===== config.mk =====
export PLATFORM = sky130hd
export DESIGN_NAME = dff_pipeline
export DESIGN_NICKNAME = d
export VERILOG_FILES = /design/src/rtl/dff_pipeline.sv
export SDC_FILE = /design/constraint.sdc
export NUM_CORES = 1
export LEC_CHECK = 0
export CORE_MARGIN = 5
export CORE_UTILIZATION = 44
export DETAILED_ROUTE_END_ITERATION = 8
export PLACE_DENSITY = 0.84
export REMOVE_ABC_BUFFERS = 1
export SETUP_SLACK_MARGIN = 0.1
export SLEW_MARGIN = 20
export SYNTH_ARGS = -nofsm -noshare
export SYNTH_HDL_FRONTEND = slang
export SYNTH_SLANG_ARGS = --single-unit

===== constraint.sdc =====
create_clock -name clk -period 2.06 [get_ports clk]
set_input_delay 0.515 -clock clk [delete_from_list [all_inputs] [get_ports clk]]
set_output_delay 0.515 -clock clk [all_outputs]
set_load 0.05 [all_outputs]

===== src/rtl/dff_pipeline.sv =====
// WIDTH-bit, DEPTH-stage enabled delay line with per-stage valid flags,
// synchronous clear and a registered count of valid stages.
module dff_pipeline #(
    parameter int unsigned     WIDTH       = 8,
    parameter int unsigned     DEPTH       = 2,
    parameter logic [WIDTH-1:0] RESET_VALUE = '0
) (
    input  logic                           clk,
    input  logic                           rst_n,
    input  logic                           en_i,
    input  logic                           clr_i,
    input  logic [WIDTH-1:0]               d_i,
    input  logic                           d_valid_i,
    output logic [WIDTH-1:0]               q_o,
    output logic                           q_valid_o,
    output logic [WIDTH*DEPTH-1:0]         taps_o,
    output logic [$clog2(DEPTH+1)-1:0]     valid_count_o,
    output logic                           primed_o
);

    localparam int unsigned CntW = $clog2(DEPTH + 1);

    logic [DEPTH-1:0][WIDTH-1:0] data_q, data_d;
    logic [DEPTH-1:0]            vld_q, vld_d;
    logic [CntW-1:0]             cnt_q, cnt_d;

    always_comb begin
        data_d = data_q;
        vld_d  = vld_q;
        cnt_d  = cnt_q;
        if (clr_i) begin
            for (int unsigned i = 0; i < DEPTH; i++) begin
                data_d[i] = RESET_VALUE;
            end
            vld_d = '0;
            cnt_d = '0;
        end else if (en_i) begin
            data_d[0] = d_i;
            vld_d[0]  = d_valid_i;
            for (int unsigned i = 1; i < DEPTH; i++) begin
                data_d[i] = data_q[i-1];
                vld_d[i]  = vld_q[i-1];
            end
            // Entry and exit in the same cycle cancel; result always stays in 0..DEPTH.
            cnt_d = cnt_q + CntW'(d_valid_i) - CntW'(vld_q[DEPTH-1]);
        end
    end

    always_ff @(posedge clk or negedge rst_n) begin
        if (!rst_n) begin
            for (int unsigned i = 0; i < DEPTH; i++) begin
                data_q[i] <= RESET_VALUE;
            end
            vld_q <= '0;
            cnt_q <= '0;
        end else begin
            data_q <= data_d;
            vld_q  <= vld_d;
            cnt_q  <= cnt_d;
        end
    end

    assign q_o           = data_q[DEPTH-1];
    assign q_valid_o     = vld_q[DEPTH-1];
    assign taps_o        = data_q;
    assign valid_count_o = cnt_q;
    assign primed_o      = (cnt_q == CntW'(DEPTH));

endmodule


==> run metrics <==
status finished, final reports clean; post-route minimum period 1.742 ns; final period utilization 0.8457; drt wl/cell 13.68 microns; worst hold path type flop to flop; Die Wd 55.94 microns; Pwr Density 663.7 nW/um^2; grt total ovfl 0; Yosys top cell area share 0.5391; CTS Buffer Depth 2; unrepaired setup endpoints after global routing false; crit path cell chain dlygate4sd2_1; Worst Hold Depth 2; CP endpoint kind output port; layout filler cell count 171; Worst Skew 0.005231 ns; Pins Over Slew Limit 0; Pre-antenna DRT Iters 4; CTS Sinks 20; Hold Buf Count CTS 0; Max VDD drop 0.0004156 V; Worst Reg-to-Reg Cells 7; Worst Min Path Start vld_q[0]; worst-path fanout max 3; first-pass GRT wire length 3346 microns; DP HPWL 1505 microns; Post-Place Cell Area 1295 sq um; CP arrival 1.23 ns; final layout net count 131; final hold violations 0; share of layout cells above drive strength 1 0.09565; I/O Pins 41; Initial Utilization 0.4684; All-Layer GR Usage 0.1332; largest net degree at the start of global routing 22; core box area 1982 sq um; Post-Synthesis Cells 80; Skew-Pair Late Insertion Delay 0.28 ns; CTS H-Tree Depth 1; WP data required 1.54 ns; Core Rows 16; Clock Root Buffer clkbuf_4; syn avg cell area 11.60 sq um; setup TNS 0 ns; number of diodes 0; design area 1300 sq um; cell family with most CP delay buffers and inverters; synthesized cell area 928.4 sq um; Synth Flop Type dfrtp_1; Startpoint Class flop; WHS Endpoint vld_q[0]; Slew HR 0.6597; antenna violations before repair 0; worst r2r dst valid_count_o[1]; DRC Markers 0; P_leak 0.7567 nW; synth warn 0; cell type with the largest total area after synthesis dfrtp_1; Setup CP Type flop to output port; P&R area growth vs syn 40.03%; Synth top cells by count dfrtp_1 (20), nor2_1 (20), mux2i_1 (19); RR Startpoint valid_count_o[0]; clk slew on worst S/H paths 0.11 ns; Synth Register Bits 20; number of flops mapped to enable cells by yosys 0; sequential fraction of the synthesis area 0.5391; R2R Setup Slk 0.48 ns; Final Util 0.6559; final setup violation count 0; CTS tree done; Post-synth ARST share 1.000; vias in the first global route 720; port buffer count 40; post-synth cell types 13; Critical path buffers and inverters 1; WHS 0.5425 ns; vias per cell 4.620; synth top area cells dfrtp_1 (54%), mux2i_1 (20%), nor2_1 (8.1%), buf_4 (7.3%), ha_1 (2.7%); Worst-Margin Slew 0.5124 ns; fmax 0.5740 GHz; CTS Buf Count 3; total power 0.0008629 W; Die ar. 3129 sq um; max_cap viols 0; RD Place Congestion 0.6281; Initial DRC Count 10; Die Y 55.94 microns; Vias 656; Largest stage delay, worst path 0.55 ns; post-route ant nets 0; slowest CP cell dlygate4sd2_1; final wirelength 1943 microns
-- how the worst max path moves through the flow --
stage,slack (ns),from,cells after the start,endpoint
3_3_place_gp,0.31,d_valid_i,5,valid_count_o[1]
2_1_floorplan,0.12,valid_count_o[1],1,primed_o
4_1_cts,0.30,q_o[3],1,q_o[3]
5_1_grt,0.25,q_o[4],1,taps_o[12]
6_report,0.32,q_o[3],1,q_o[3]
3_5_place_dp,0.28,d_valid_i,5,valid_count_o[1]
-- routing by layer --
layer  wire, microns  share of wire  GRT usage  vias up
met5               0              0          0        -
met4              12         0.0062    0.04068        0
met3             140          0.072    0.03712        2
met2             944           0.49     0.2297       24
met1             845           0.43     0.1606      308
li1                -              -          -      322
-- stage by stage --
| step | setup slack (ns) | instances |
|---|---|---|
| final | 0.3179 | 142 |
| after global routing | 0.2503 | 142 |
| after CTS | 0.3012 | 142 |
| after detailed placement | 0.2766 | 138 |
| after global placement | 0.3119 | 138 |
| after floorplan | 0.1243 | 68 |
-- cell families (layout without fill, tap and decap cells) --
kind of cell / count (synthesis) / in the layout / share of synthesized area
AND/OR/NAND/NOR: 22 / 22 / 0.09435
flip-flops: 20 / 20 / 0.5391
multiplexers: 19 / 19 / 0.2048
buffers and inverters: 14 / 49 / 0.1105
adder cells (fa/ha/maj): 2 / 2 / 0.02695
AO/OA/AOI/OAI: 2 / 2 / 0.01482
XOR/XNOR: 1 / 1 / 0.009436
-- cells in the final DEF, fill, tap and decap left out --
cell type         n
dlygate4sd2_1    25
nor2_1           20
dfrtp_1          20
mux2i_1          19
clkdlybuf4s50_1  12
buf_4             5
clkbuf_4          3
inv_1             2
ha_1              2
nor2b_1           1
xor2_1            1
nand2b_1          1
a21oi_1           1
a31o_2            1
clkbuf_8          1
buf_12            1
-- layout make-up --
type                            count  area [sq um]  share of cell area
Clock buffer                        4         36.28             0.02791
Inverter                            2         7.507            0.005775
Multi-Input combinational cell     46         325.3              0.2502
Tap cell                           27         33.78             0.02599
Timing Repair Buffer               43         396.6              0.3051
Sequential cell                    20         500.5              0.3850
-- tightest hold or removal path, stage by stage (launching register included) --
cell and delay [ns]:
dfrtp_1 0.36, mux2i_1 0.07, nor2_1 0.08
-- state kept, by name, summed over array words and instances, names as in the netlist --
signal,flops
q_o,8
taps_o,8
valid_count_o,2
vld_q,2
-- power by group --
| group | internal [W] | total, W | switching, W |
|---|---|---|---|
| combinational | 0.0000766 | 0.000220 | 0.000143 |
| clock | 0.000107 | 0.000217 | 0.000109 |
| sequential | 0.000411 | 0.000426 | 0.0000147 |
| total | 0.000595 | 0.000863 | 0.000268 |
-- repair_timing --
item | 4_1_cts | 5_1_grt
setup endpoints to repair | 25 | 0
buffers inserted | 0 | 0
gates resized for setup | 25 | 0
(Power assumes the default switching activity.)
==> variant 1 (same settings) <==
`DEPTH`: 2 -> 4.
--- a/src/rtl/dff_pipeline.sv
+++ b/src/rtl/dff_pipeline.sv
@@ -4,3 +4,3 @@
     parameter int unsigned     WIDTH       = 8,
-    parameter int unsigned     DEPTH       = 2,
+    parameter int unsigned     DEPTH       = 4,
     parameter logic [WIDTH-1:0] RESET_VALUE = '0
Interface: changed (resized taps_o and valid_count_o); port bits go from 41 to 58. The function was not compared with the original's and may differ.
==> variant 1 against the original RTL <==
Final area rose by 82%. Sequential cell count rose by 19. Critical path depth rose by 8. Total power rose by 100%. Synthesized cell count rose by 81%. Combinational power rose by 20%. Die area rose by 71%. Worst setup slack got worse by 0.094 ns. Area after synthesis rose by 89%. Routed wire length rose by 79%. Critical path type is now reg2reg.
==> variant 1: results (changes against the original RTL) <==
viasPerCell: 4.783  # was 4.620
setup_ws_ns: 0.2243  # was 0.3179 ns
cts_buffers: 5  # was 3
grt_pass1_vias: 1311  # was 720
grt_pass1_wl_um: 6009  # was 3346 um
place_area_mm2: 0.002290  # was 0.001295 mm^2
grt_use_total: 0.1486  # was 0.1332
slew_headroom: 0.6655  # was 0.6597
synthMuxAreaShare: 0.2168  # was 0.2049
grt_max_degree: 21  # was 22
drt_iter0_markers: 44  # was 10
vias: 1191  # was 656
ys_seq_area_frac: 0.5563  # was 0.5391
avgSynthCellArea_um2: 12.10  # was 11.60 um^2
routed_wirelength_um: 3478  # was 1943 um
port_buffers: 57  # was 40
place_hpwl_um: 2564  # was 1505 um
whs_ns: 0.1594  # was 0.5425 ns
fin_nets: 214  # was 131
clkSlewWorstSetupHoldPaths_ns: 0.08  # was 0.11 ns
path_class: "reg2reg"  # was reg2out
outcome: "finished clean"  # unchanged
cpMaxStageDelayCell: "dfrtp_1"  # was dlygate4sd2_1
htreeDepth: 2  # was 1
ir_drop_mv: 0.4758  # was 0.4156 mV
synth-adder-area-share: 0.02568  # was 0.02695
critPathMaxFanout: 4  # was 3
netlist_top_cells_count: "dfrtp_1, nor2_1, mux2i_1, buf_4, inv_1"  # was dfrtp_1, nor2_1, mux2i_1, buf_4
met3_usage: 0.04545  # was 0.03712
cp.arrival_ns: 2.03  # was 1.23 ns
postLayoutCoreUtil: 0.6004  # was 0.6559
use_met1: 0.1796  # was 0.1606
hp-class: "in2async"  # was reg2reg
synth_compound_area_frac: 0.007846  # was 0.01482
cts_root_buf: "clkbuf_8"  # was clkbuf_4
drive_above_1_share: 0.1407  # was 0.09565
numPlacedInstances: 241  # was 138
slowest_delay_ns: 0.41  # was 0.55 ns
synth-xor-area-share: 0.004993  # was 0.009434
reg2reg_to: "valid_count_o[2]$_DFFE_PN0P_"  # was valid_count_o[1]$_DFFE_PN0P_
skew_ns: 0.01312  # was 0.005231 ns
variant 1: power breakdown:
group	internal [mW]	total [mW]	switching [mW]
Clock	0.392	0.656	0.264
Combinational	0.0966	0.263	0.166
Sequential	0.789	0.808	0.0195
variant 1: cell type report:
class	instances	share of cell area
clock buffers	6	0.03488
clock inverters	2	0.01480
inverters	4	0.006342
multi-input cells	85	0.2579
flip-flops and latches	39	0.4123
well taps	50	0.02643
repair buffers	63	0.2474
variant 1: layer usage:
metal	share of wire	routed length, um
met5	0	0
met4	0.012	40
met3	0.067	234
met1	0.44	1529
met2	0.48	1674
variant 1: what timing repair did:
action	CTS	global route
hold buffers	0	0
resized for setup	34	1
pin swaps	0	0
setup endpoints to repair	34	1
setup buffers	0	0
variant 1: worst reg2reg max path, cell delays in order (launching register included):
cell and delay [ns]:
dfrtp_1 0.41, inv_1 0.06, ha_1 0.26, inv_1 0.05
ha_1 0.13, inv_1 0.05, fa_2 0.33, xor2_1 0.17
a21oi_1 0.09, a31o_1 0.18
==> variant 2 (same settings) <==
Made on the original files. Register the inputs `en_i`, `clr_i`, `d_i` and `d_valid_i` before use, without a reset. The logic sees them one clock later.
--- a/src/rtl/dff_pipeline.sv
+++ b/src/rtl/dff_pipeline.sv
@@ -22,2 +22,14 @@
 
+    logic en_q;
+    logic clr_q;
+    logic [WIDTH-1:0] d_q;
+    logic d_valid_q;
+
+    always_ff @(posedge clk) begin
+        en_q      <= en_i;
+        clr_q     <= clr_i;
+        d_q       <= d_i;
+        d_valid_q <= d_valid_i;
+    end
+
     logic [DEPTH-1:0][WIDTH-1:0] data_q, data_d;
@@ -30,3 +42,3 @@
         cnt_d  = cnt_q;
-        if (clr_i) begin
+        if (clr_q) begin
             for (int unsigned i = 0; i < DEPTH; i++) begin
@@ -36,5 +48,5 @@
             cnt_d = '0;
-        end else if (en_i) begin
-            data_d[0] = d_i;
-            vld_d[0]  = d_valid_i;
+        end else if (en_q) begin
+            data_d[0] = d_q;
+            vld_d[0]  = d_valid_q;
             for (int unsigned i = 1; i < DEPTH; i++) begin
@@ -44,3 +56,3 @@
             // Entry and exit in the same cycle cancel; result always stays in 0..DEPTH.
-            cnt_d = cnt_q + CntW'(d_valid_i) - CntW'(vld_q[DEPTH-1]);
+            cnt_d = cnt_q + CntW'(d_valid_q) - CntW'(vld_q[DEPTH-1]);
         end
Formal check against the unedited RTL: not equivalent (Yosys sat finds a counterexample within 4 cycles, from zero or initial values and one cycle with rst_n low).
==> variant 2 against the original RTL <==
Maximum frequency is 3.5% lower. Area after synthesis is 24% higher. Register-to-register slack better by 0.07 ns. Worst setup slack worse by 0.063 ns. Sequential cell count is 11 higher. Routed wire length is 12% higher. Final area is 19% higher. Count of clock-buffer cells in the layout is 3 higher. First-iteration DRC count is 10% higher. Total power is 42% higher.
==> variant 2: results (changes against the original RTL) <==
p_clk_mw: 0.359  # was 0.217 mW
routed_wirelength_um: 2169  # was 1943 um
cts_buffers: 5  # was 3
hp-start: "d_q[0]$_DFF_P_"  # was vld_q[0]$_DFFE_PN0P_
area_share_nonclk_buffers: 0.2569  # was 0.3051
outcome: "finished clean"  # unchanged
synth_cells: 91  # was 80
ir_drop_mv: 0.7321  # was 0.4156 mV
skew_ns: 0.01031  # was 0.005231 ns
vias: 758  # was 656
clk_latency_ns: 0.33  # was 0.28 ns
reg2reg_from: "vld_q[1]$_DFFE_PN0P_"  # was valid_count_o[0]$_DFFE_PN0P_
cp-startpoint: "q_o[5]$_DFFE_PN0P_"  # was q_o[3]$_DFFE_PN0P_
comb_cell_power_mw: 0.207  # was 0.220 mW
p_sw_frac: 0.2858  # was 0.3100
grt_pass1_vias: 772  # was 720
grt_use_total: 0.1374  # was 0.1332
cts_sinks: 31  # was 20
wl_met3_um: 270  # was 140 um
ys_seq_area_frac: 0.6275  # was 0.5391
grt_max_degree: 21  # was 22
wl_met2_um: 1015  # was 944 um
multi_input_area_share: 0.2100  # was 0.2502
synth_area_leaders: "dfrtp_1, dfxtp_1, mux2i_1, nor2_1, buf_4"  # was dfrtp_1, mux2i_1, nor2_1, buf_4, ha_1
drt-met1-wl_um: 848  # was 845 um
place_hpwl_um: 1579  # was 1505 um
finalNonFillerCells: 160  # was 142
## variant 2: cell count changes after synthesis
cell,unedited run,this run
dfxtp_1,0,11
## variant 2: routing by layer
metal | GRT usage | up-vias
li1 | - | 364
met1 | 0.1504 | 354
met2 | 0.1979 | 36
met3 | 0.09644 | 4
met4 | 0.07430 | 0
met5 | 0 | -
## variant 2: how the worst max path moves through the flow
| stage | to | slack [ns] |
|---|---|---|
| finish | taps_o[13] | 0.26 |
| global route | taps_o[7] | 0.19 |
| CTS | taps_o[13] | 0.23 |
| detailed placement | taps_o[13] | 0.35 |
| global placement | taps_o[15] | 0.37 |
| floorplan | primed_o | 0.12 |
## variant 2: cells by family (layout without fill, tap and decap cells)
logic type      Yosys count  in the layout  synth area share
simple gates             22             22           0.07626
compound gates            2              2           0.01198
fa+ha+maj                 2              2           0.02178
flops                    31             31            0.6274
xor+xnor                  1              1          0.007627
mux                      19             19            0.1656
buf+inv                  14             53           0.08932
